--- config.mk ---
export PLATFORM = sky130hd
export DESIGN_NAME = cpu_mem_bus_ctrl
export DESIGN_NICKNAME = d
export VERILOG_FILES = /design/src/rtl/cpu_mem_bus_ctrl_pkg.sv /design/src/rtl/cpu_bus_timeout_ctr.sv /design/src/rtl/cpu_mem_bus_ctrl.sv
export SDC_FILE = /design/constraint.sdc
export NUM_CORES = 1
export LEC_CHECK = 0
export CAP_MARGIN = 20
export CORE_MARGIN = 2
export CORE_UTILIZATION = 30
export DETAILED_ROUTE_END_ITERATION = 8
export SLEW_MARGIN = 10
export SYNTH_ARGS = -nofsm -noshare
export SYNTH_HDL_FRONTEND = slang
export SYNTH_SLANG_ARGS = --single-unit
--- constraint.sdc ---
create_clock -name clk_i -period 2.81 [get_ports clk_i]
set_input_delay 0.562 -clock clk_i [delete_from_list [all_inputs] [get_ports clk_i]]
set_output_delay 0.562 -clock clk_i [all_outputs]
set_load 0.005 [all_outputs]
--- src/rtl/cpu_mem_bus_ctrl_pkg.sv ---
// rtl/cpu_mem_bus_ctrl_pkg.sv - shared widths and access-direction codes for the core memory bus
package cpu_mem_bus_ctrl_pkg;

  localparam int CPU_DATA_MSB_POS     = 7;
  localparam int CPU_ABS_ADDR_MSB_POS = 15;

  localparam logic CPU_RDWR_READ  = 1'b0;
  localparam logic CPU_RDWR_WRITE = 1'b1;

endpackage

--- src/rtl/cpu_bus_timeout_ctr.sv ---
// rtl/cpu_bus_timeout_ctr.sv - saturating WAIT-cycle counter flagging transaction timeout
module cpu_bus_timeout_ctr #(
  parameter int TIMEOUT_CYCLES = 16,
  parameter int CNT_WIDTH      = 5
) (
  input  logic clk_i,
  input  logic rst_i,
  input  logic clr_i,
  input  logic inc_i,
  output logic expired_o
);

  localparam logic [CNT_WIDTH-1:0] LAST_CNT = CNT_WIDTH'(TIMEOUT_CYCLES - 1);

  logic [CNT_WIDTH-1:0] cnt_q, cnt_d;

  always_comb begin
    cnt_d = cnt_q;
    if (clr_i) begin
      cnt_d = '0;
    end else if (inc_i && (cnt_q != '1)) begin
      cnt_d = cnt_q + CNT_WIDTH'(1);
    end
  end

  always_ff @(posedge clk_i) begin
    if (rst_i) begin
      cnt_q <= '0;
    end else begin
      cnt_q <= cnt_d;
    end
  end

  // A zero timeout disables expiry entirely; the counter then just saturates.
  assign expired_o = (TIMEOUT_CYCLES != 0) && (cnt_q == LAST_CNT);

endmodule

--- src/rtl/cpu_mem_bus_ctrl.sv ---
// rtl/cpu_mem_bus_ctrl.sv - turns core access requests into req/ack memory transactions,
// freezing the core while in flight and aborting with open-bus data on timeout
module cpu_mem_bus_ctrl
  import cpu_mem_bus_ctrl_pkg::*;
#(
  parameter int                        TIMEOUT_CYCLES    = 16,
  parameter int                        TIMEOUT_CNT_WIDTH = 5,
  parameter logic [CPU_DATA_MSB_POS:0] OPEN_BUS_VALUE    = 8'hFF
) (
  input  logic                            clk_i,
  input  logic                            rst_i,
  input  logic                            cpu_req_rdwr_i,
  input  logic                            cpu_which_rdwr_i,
  input  logic [CPU_ABS_ADDR_MSB_POS:0]   cpu_addr_i,
  input  logic [CPU_DATA_MSB_POS:0]       cpu_data_out_i,
  output logic [CPU_DATA_MSB_POS:0]       cpu_data_in_o,
  output logic                            cpu_enable_o,
  output logic                            mem_req_o,
  output logic                            mem_we_o,
  output logic [CPU_ABS_ADDR_MSB_POS:0]   mem_addr_o,
  output logic [CPU_DATA_MSB_POS:0]       mem_wr_data_o,
  input  logic [CPU_DATA_MSB_POS:0]       mem_rd_data_i,
  input  logic                            mem_ack_i,
  output logic                            bus_err_o,
  input  logic                            bus_err_clr_i
);

  typedef enum logic [1:0] {
    ST_IDLE = 2'd0,
    ST_WAIT = 2'd1,
    ST_DONE = 2'd2
  } bus_state_e;

  bus_state_e                     state_q, state_d;
  logic                           mem_req_q, mem_req_d;
  logic                           mem_we_q, mem_we_d;
  logic [CPU_ABS_ADDR_MSB_POS:0]  mem_addr_q, mem_addr_d;
  logic [CPU_DATA_MSB_POS:0]      mem_wr_data_q, mem_wr_data_d;
  logic [CPU_DATA_MSB_POS:0]      cpu_data_in_q, cpu_data_in_d;
  logic                           bus_err_q, bus_err_d;
  logic                           err_set;
  logic                           cnt_clr, cnt_inc, cnt_expired;

  cpu_bus_timeout_ctr #(
    .TIMEOUT_CYCLES (TIMEOUT_CYCLES),
    .CNT_WIDTH      (TIMEOUT_CNT_WIDTH)
  ) u_timeout_ctr (
    .clk_i     (clk_i),
    .rst_i     (rst_i),
    .clr_i     (cnt_clr),
    .inc_i     (cnt_inc),
    .expired_o (cnt_expired)
  );

  always_comb begin
    state_d       = state_q;
    mem_req_d     = mem_req_q;
    mem_we_d      = mem_we_q;
    mem_addr_d    = mem_addr_q;
    mem_wr_data_d = mem_wr_data_q;
    cpu_data_in_d = cpu_data_in_q;
    err_set       = 1'b0;
    cnt_clr       = 1'b0;
    cnt_inc       = 1'b0;
    cpu_enable_o  = 1'b1;

    unique case (state_q)
      ST_IDLE: begin
        cpu_enable_o = ~cpu_req_rdwr_i;
        if (cpu_req_rdwr_i) begin
          mem_req_d     = 1'b1;
          mem_we_d      = cpu_which_rdwr_i;
          mem_addr_d    = cpu_addr_i;
          mem_wr_data_d = cpu_data_out_i;
          cnt_clr       = 1'b1;
          state_d       = ST_WAIT;
        end
      end
      ST_WAIT: begin
        cpu_enable_o = 1'b0;
        // Ack is tested first so an ack on the final WAIT cycle beats the timeout.
        if (mem_ack_i) begin
          mem_req_d = 1'b0;
          mem_we_d  = 1'b0;
          if (mem_we_q == CPU_RDWR_READ) cpu_data_in_d = mem_rd_data_i;
          state_d   = ST_DONE;
        end else if (cnt_expired) begin
          mem_req_d = 1'b0;
          mem_we_d  = 1'b0;
          if (mem_we_q == CPU_RDWR_READ) cpu_data_in_d = OPEN_BUS_VALUE;
          err_set   = 1'b1;
          state_d   = ST_DONE;
        end else begin
          cnt_inc = 1'b1;
        end
      end
      ST_DONE: begin
        state_d = ST_IDLE;
      end
      default: begin
        state_d = ST_IDLE;
      end
    endcase

    bus_err_d = err_set ? 1'b1 : (bus_err_clr_i ? 1'b0 : bus_err_q);
  end

  always_ff @(posedge clk_i) begin
    if (rst_i) begin
      state_q       <= ST_IDLE;
      mem_req_q     <= 1'b0;
      mem_we_q      <= 1'b0;
      mem_addr_q    <= '0;
      mem_wr_data_q <= '0;
      cpu_data_in_q <= '0;
      bus_err_q     <= 1'b0;
    end else begin
      state_q       <= state_d;
      mem_req_q     <= mem_req_d;
      mem_we_q      <= mem_we_d;
      mem_addr_q    <= mem_addr_d;
      mem_wr_data_q <= mem_wr_data_d;
      cpu_data_in_q <= cpu_data_in_d;
      bus_err_q     <= bus_err_d;
    end
  end

  assign mem_req_o     = mem_req_q;
  assign mem_we_o      = mem_we_q;
  assign mem_addr_o    = mem_addr_q;
  assign mem_wr_data_o = mem_wr_data_q;
  assign cpu_data_in_o = cpu_data_in_q;
  assign bus_err_o     = bus_err_q;

endmodule

# --- After elaboration in Yosys (flattened, before gate mapping) ---
# Cells that the tools add are included.
op_classes:
  addsub: 1
  n_mul: 0
  div: 0
  order_cmp: 0
  n_eq_ne: 5
  n_shift: 0
  n_mux: 25
  bitwise: 2
  n_reduce_logical: 10
ops:
  columns: ["op", "count"]
  rows:
  - ["$mux W8", 4]
  - ["$mux W1", 14]
  - ["$mux W2", 3]
  - ["$pmux W1 S2", 3]
  - ["$reduce_and A3 Y1", 2]
  - ["$reduce_bool A2 Y1", 3]
  - ["$add A5 B1 Y5 const B", 1]
  - ["$eq A5 B4 Y1 const B", 1]
  - ["$ne A5 B5 Y1 const B", 1]
  - ["$pmux W2 S2", 1]
  - ["$reduce_and A2 Y1", 2]
  - ["$ne A3 B3 Y1 const B", 1]
  - ["$eq A2 B1 Y1 const B", 1]
  - ["$logic_not A2 Y1", 1]
  - ["$ne A2 B2 Y1 const B", 1]
  - ["$not A1 Y1", 2]
  - ["$reduce_or A2 Y1", 1]
  - ["$logic_and A1 B1 Y1", 1]
word_totals:
  reg_bits: 42
  latch_bits: 0
  ramBits: 0
  mem_bits_ro: 0
  inputBits: 38
  output_inout_bits: 36
  elab_cells: 51
  mem_count: 0

# --- Logic depth before layout (Yosys ltp) ---
depth:
  depth_word: 5
  depth_mapped: 7
  ltp_nobuf: 6

# --- Cells and area by module ---
# A second synthesis with hierarchy kept.
unflattened:
  cells_unflattened: 165
  area_unflattened_um2: 1710.4
modules_own_cells:
  columns: ["mod", "instances", "cells_per_inst", "area_each_um2", "seq_area_each_um2"]
  rows:
  - ["cpu_mem_bus_ctrl", 1, 138, 1456.4, 740.7]
  - ["cpu_bus_timeout_ctr", 1, 27, 254.0, 100.1]

# --- Least setup slack after synthesis ---
# OpenSTA, ideal clock, no wires.
synth_path:
  kind: "reg-to-reg"
  from: "register u_timeout_ctr.cnt_q[0]"
  to: "register u_timeout_ctr.cnt_q[3]"
  setup_time_ns: 0.070
  t_arrival_ns: 1.973
  required_ns: 2.740
  slack_ns: 0.767
  path_stages_with_launch: 7
  path_buffers: 0
  synth_period_minus_slack_ns: 2.043
  cell_sequence: "dfxtp_1 > ha_1 > and3_1 > ha_1 > or4b_4 > or4_1 > a21oi_1"
synth_via:
  elab_chain_len: 5
  word_cells_on_any_way: 7
  classes_between: "1 x add/sub; 2 x eq/ne; 3 x mux; 1 x reduce/logical"
synth_lines:
  columns: ["item", "line_no", "rtl"]
  rows:
  - ["start: declaration", "cpu_bus_timeout_ctr.sv:15", "logic [CNT_WIDTH-1:0] cnt_q, cnt_d;"]
  - ["start signal: assignment", "cpu_bus_timeout_ctr.sv:30", "cnt_q <= cnt_d;"]
  - ["$eq A5 B4 Y1", "cpu_bus_timeout_ctr.sv:35", "assign expired_o = (TIMEOUT_CYCLES != 0) && (cnt_q == LAST_CNT);"]
  - ["$mux W1", "cpu_mem_bus_ctrl.sv:87", "end else if (cnt_expired) begin"]
  - ["$mux W1", "cpu_mem_bus_ctrl.sv:82", "if (mem_ack_i) begin"]
  - ["$mux W1", "cpu_mem_bus_ctrl.sv:67", "unique case (state_q)"]
  - ["$logic_and A1 B1 Y1", "cpu_bus_timeout_ctr.sv:21", "end else if (inc_i && (cnt_q != '1)) begin"]
# Several ways; a longest one is shown, not always the timed one.
# A chain may end at the register's enable or synchronous reset.

# --- Worst setup path in the final report ---
layout_path:
  from: "input cpu_req_rdwr_i"
  to: "output cpu_enable_o"
layout_via:
  elab_chain_len: 2
layout_lines:
  columns: ["item", "line_no", "rtl"]
  rows:
  - ["start: declaration", "cpu_mem_bus_ctrl.sv:12", "input logic cpu_req_rdwr_i,"]
  - ["$not A1 Y1", "cpu_mem_bus_ctrl.sv:69", "cpu_enable_o = ~cpu_req_rdwr_i;"]
  - ["$pmux W1 S2", "cpu_mem_bus_ctrl.sv:67", null]
  - ["end: declaration", "cpu_mem_bus_ctrl.sv:17", "output logic cpu_enable_o,"]
# Every way passes these cells.

==> impl_metrics.ini <==
[global_route]
grt_overflow = 0
top_usage_layer = met2
grtUsageMet1 = 0.1774
grt.total_usage = 0.1413
grt_pass1_wl_um = 6686
grt_max_degree = 29
antenna_found_initial = 0
use_met3 = 0.04535
grt_pass1_vias = 1461
grtUsageMet2 = 0.2261

[clock_tree]
cts-root-buf = clkbuf_8
numCtsBuffers = 5
cts.htree.levels = 2
cts_resized = 0
cts.sinks = 42
postCtsSetupRepairBufs = 0
max-clock-path-buffers = 2
clock_latency_ns = 0.29
cts_hold_buf = 0
cts.clk_slew.worst_paths_ns = 0.08
cts_tree = built

[setup_path]
worstRegToRegCells = 6
r2r_slack_ns = 0.59
setup.worst_path.class = in2out
end_kind = output pin
crit_top_cell = clkdlybuf4s50_1
crit_slowest_cell = clkdlybuf4s50_1
cp.depth = 3
critical-path-top-delay-family = buffers and inverters
critPathMaxFanout = 3
cp-start-kind = primary input
path_cells = clkdlybuf4s50_1 > o21bai_1 > clkdlybuf4s50_1
crit_buf_inv = 2
cp_data_required_time_ns = 2.25
critPathMaxStageDelay_ns = 0.52
arrival_ns = 1.68

[detailed_routing]
wire_per_inst_um = 12.00
drc_errors = 0
antenna_left = 0
vias = 1559
wl_um = 4033
dr.pass1.iters = 4
via_per_inst = 4.640
drt_iter0_drc = 49

[die]
start_util = 0.3137
die-area_sq_um = 6014
io_pins = 74
rows = 26
die_height_um = 77.55
chipWidth_um = 77.55
coreArea_sq_um = 5172

[yosys]
synth_top_area_frac = 0.5181
synthesis.area_sq_um = 1623
syn-instance-count = 194
synth_area_leader_cell = dfxtp_1
ys_warn_count = 0
synth-seq-cells = 42
synth_top_cells_by_area = dfxtp_1 52%, a21oi_1 12%, nand2_1 11%
synth_area_per_cell_sq_um = 8.365
syn-num-nets = 235
ys_types = 26
synth_seq_area_share = 0.5181

[timing]
layout_min_cycle_time_ns = 2.243
rsz0062_at_grt = false
fmax_mhz = 445.8
setup_violations = 0
fin_crit_sh = 0.7983
slew_violations = 0
tightestPinTransition_ns = 0.5684
skew_ns = 0.002957
hold_violations = 0
maxSlewHeadroom = 0.6211
tns_ns = 0

[placed_design]
portBuffers = 73
place_congestion = 0.7359
dp.cells = 328
hpwl_um = 2833

[pwr]
power_density_nw_per_um2 = 501.3
ir_drop_uv = 165.3
leakage_nw = 0.8900

[worst_hold_path]
holdPathStages = 2
hp-class = reg2reg

[flow_run]
drv_cap = 0

[finish]
syn2layout_area_growth_pct = 54.74
drive_gt1_frac = 0.06391
layout.nets = 306
nFillCells = 515
layout.cells.non_filler = 336
diodes = 0

[status]
run_status = finished, final reports clean
state kept, by name, indices dropped and copies added (netlist names):
name / cells
mem_addr_o: 16
cpu_data_in_o: 8
mem_wr_data_o: 8
u_timeout_ctr.cnt_q: 5
state_q: 2
bus_err_o: 1
mem_req_o: 1
mem_we_o: 1
cell families (layout without fill, tap and decap cells):
group           Yosys count  in the layout  share of synthesized area
buf+inv                  16             88                    0.04164
fa+ha+maj                 3              3                    0.02313
compound gates           49             49                     0.1588
flops                    42             42                     0.5181
simple gates             84             84                     0.2583
cell usage in the layout, fill, tap and decap left out, types with 2 or more instances in the layout:
master           instances
o21ai_0                  5
ha_1                     3
inv_1                    3
buf_4                    4
nor3_1                   9
a21oi_1                 40
nor2_1                   2
nand2_1                 49
clkdlybuf4s50_1         73
nor3b_1                  8
nand2b_1                 3
clkbuf_8                 6
dfxtp_1                 42
or3b_2                   2
nor3b_2                  2
or3_1                    3
synthesized netlist by cell type:
master	number
o21bai_1	1
o32a_1	1
nand2b_1	3
buf_1	2
or2_2	1
nor3b_1	9
or3b_1	1
nor2_1	2
nor3b_2	1
or3b_2	2
o211ai_1	1
inv_1	3
or3_1	3
clkbuf_1	10
o21ai_0	5
ha_1	3
nor3_1	9
and3_1	1
or4_1	1
or4b_4	1
nand2_1	49
o31ai_1	1
buf_6	1
dfxtp_1	42
a21oi_1	40
nand3_1	1
worst paths after layout:
kind,from,endpoint
max,cpu_req_rdwr_i,cpu_enable_o
min reg2reg,mem_addr_o[9],mem_addr_o[9]
min,mem_addr_o[9],mem_addr_o[9]
max reg2reg,u_timeout_ctr.cnt_q[0],u_timeout_ctr.cnt_q[3]
area by class of cell:
cell class              count  area (sq um)  share of cell area
clock buffers               7         86.33             0.03438
clock inverters             1         5.005            0.001993
inverters                   3         11.26            0.004484
multi-input cells         136         719.4              0.2865
flip-flops and latches     42         840.8              0.3348
well taps                  70         87.58             0.03488
repair buffers             77         760.7              0.3029
routing by layer:
layer / part of all wire / up-vias
li1: - / 797
met5: 0 / -
met2: 0.45 / 52
met1: 0.47 / 703
met3: 0.059 / 7
met4: 0.016 / 0
report_power, final:
group | internal, mW | switching, mW | leakage [nW] | total (mW)
Clock | 0.198 | 0.196 | 0.0482 | 0.394
Sequential | 0.628 | 0.0192 | 0.344 | 0.647
Combinational | 0.132 | 0.0854 | 0.498 | 0.217
metrics by stage:
stage | area, sq um | hold slack (ns) | power (mW) | worst slack, ns | utilization
6_report | 2511 | 0.4546 | 1.259 | 0.5667 | 0.4855
5_1_grt | 2511 | 0.4823 | 1.321 | 0.4818 | 0.4855
4_1_cts | 2511 | 0.4565 | 1.283 | 0.5669 | 0.4855
3_5_place_dp | 2420 | 0.4457 | 0.8816 | 0.5156 | 0.4678
3_3_place_gp | 2420 | 0.4415 | 0.8807 | 0.5356 | 0.4678
2_1_floorplan | 1623 | 0.4476 | 0.7442 | 0.7666 | -
worst register-to-register path, delay by kind of cell (launching register included):
kind	cells	cell delay (ns)
adder cells (fa/ha/maj)	2	0.44
AO/OA/AOI/OAI	1	0.14
AND/OR/NAND/NOR	3	1.24
flip-flops	1	0.33
Power figures use the tool's default switching activity.
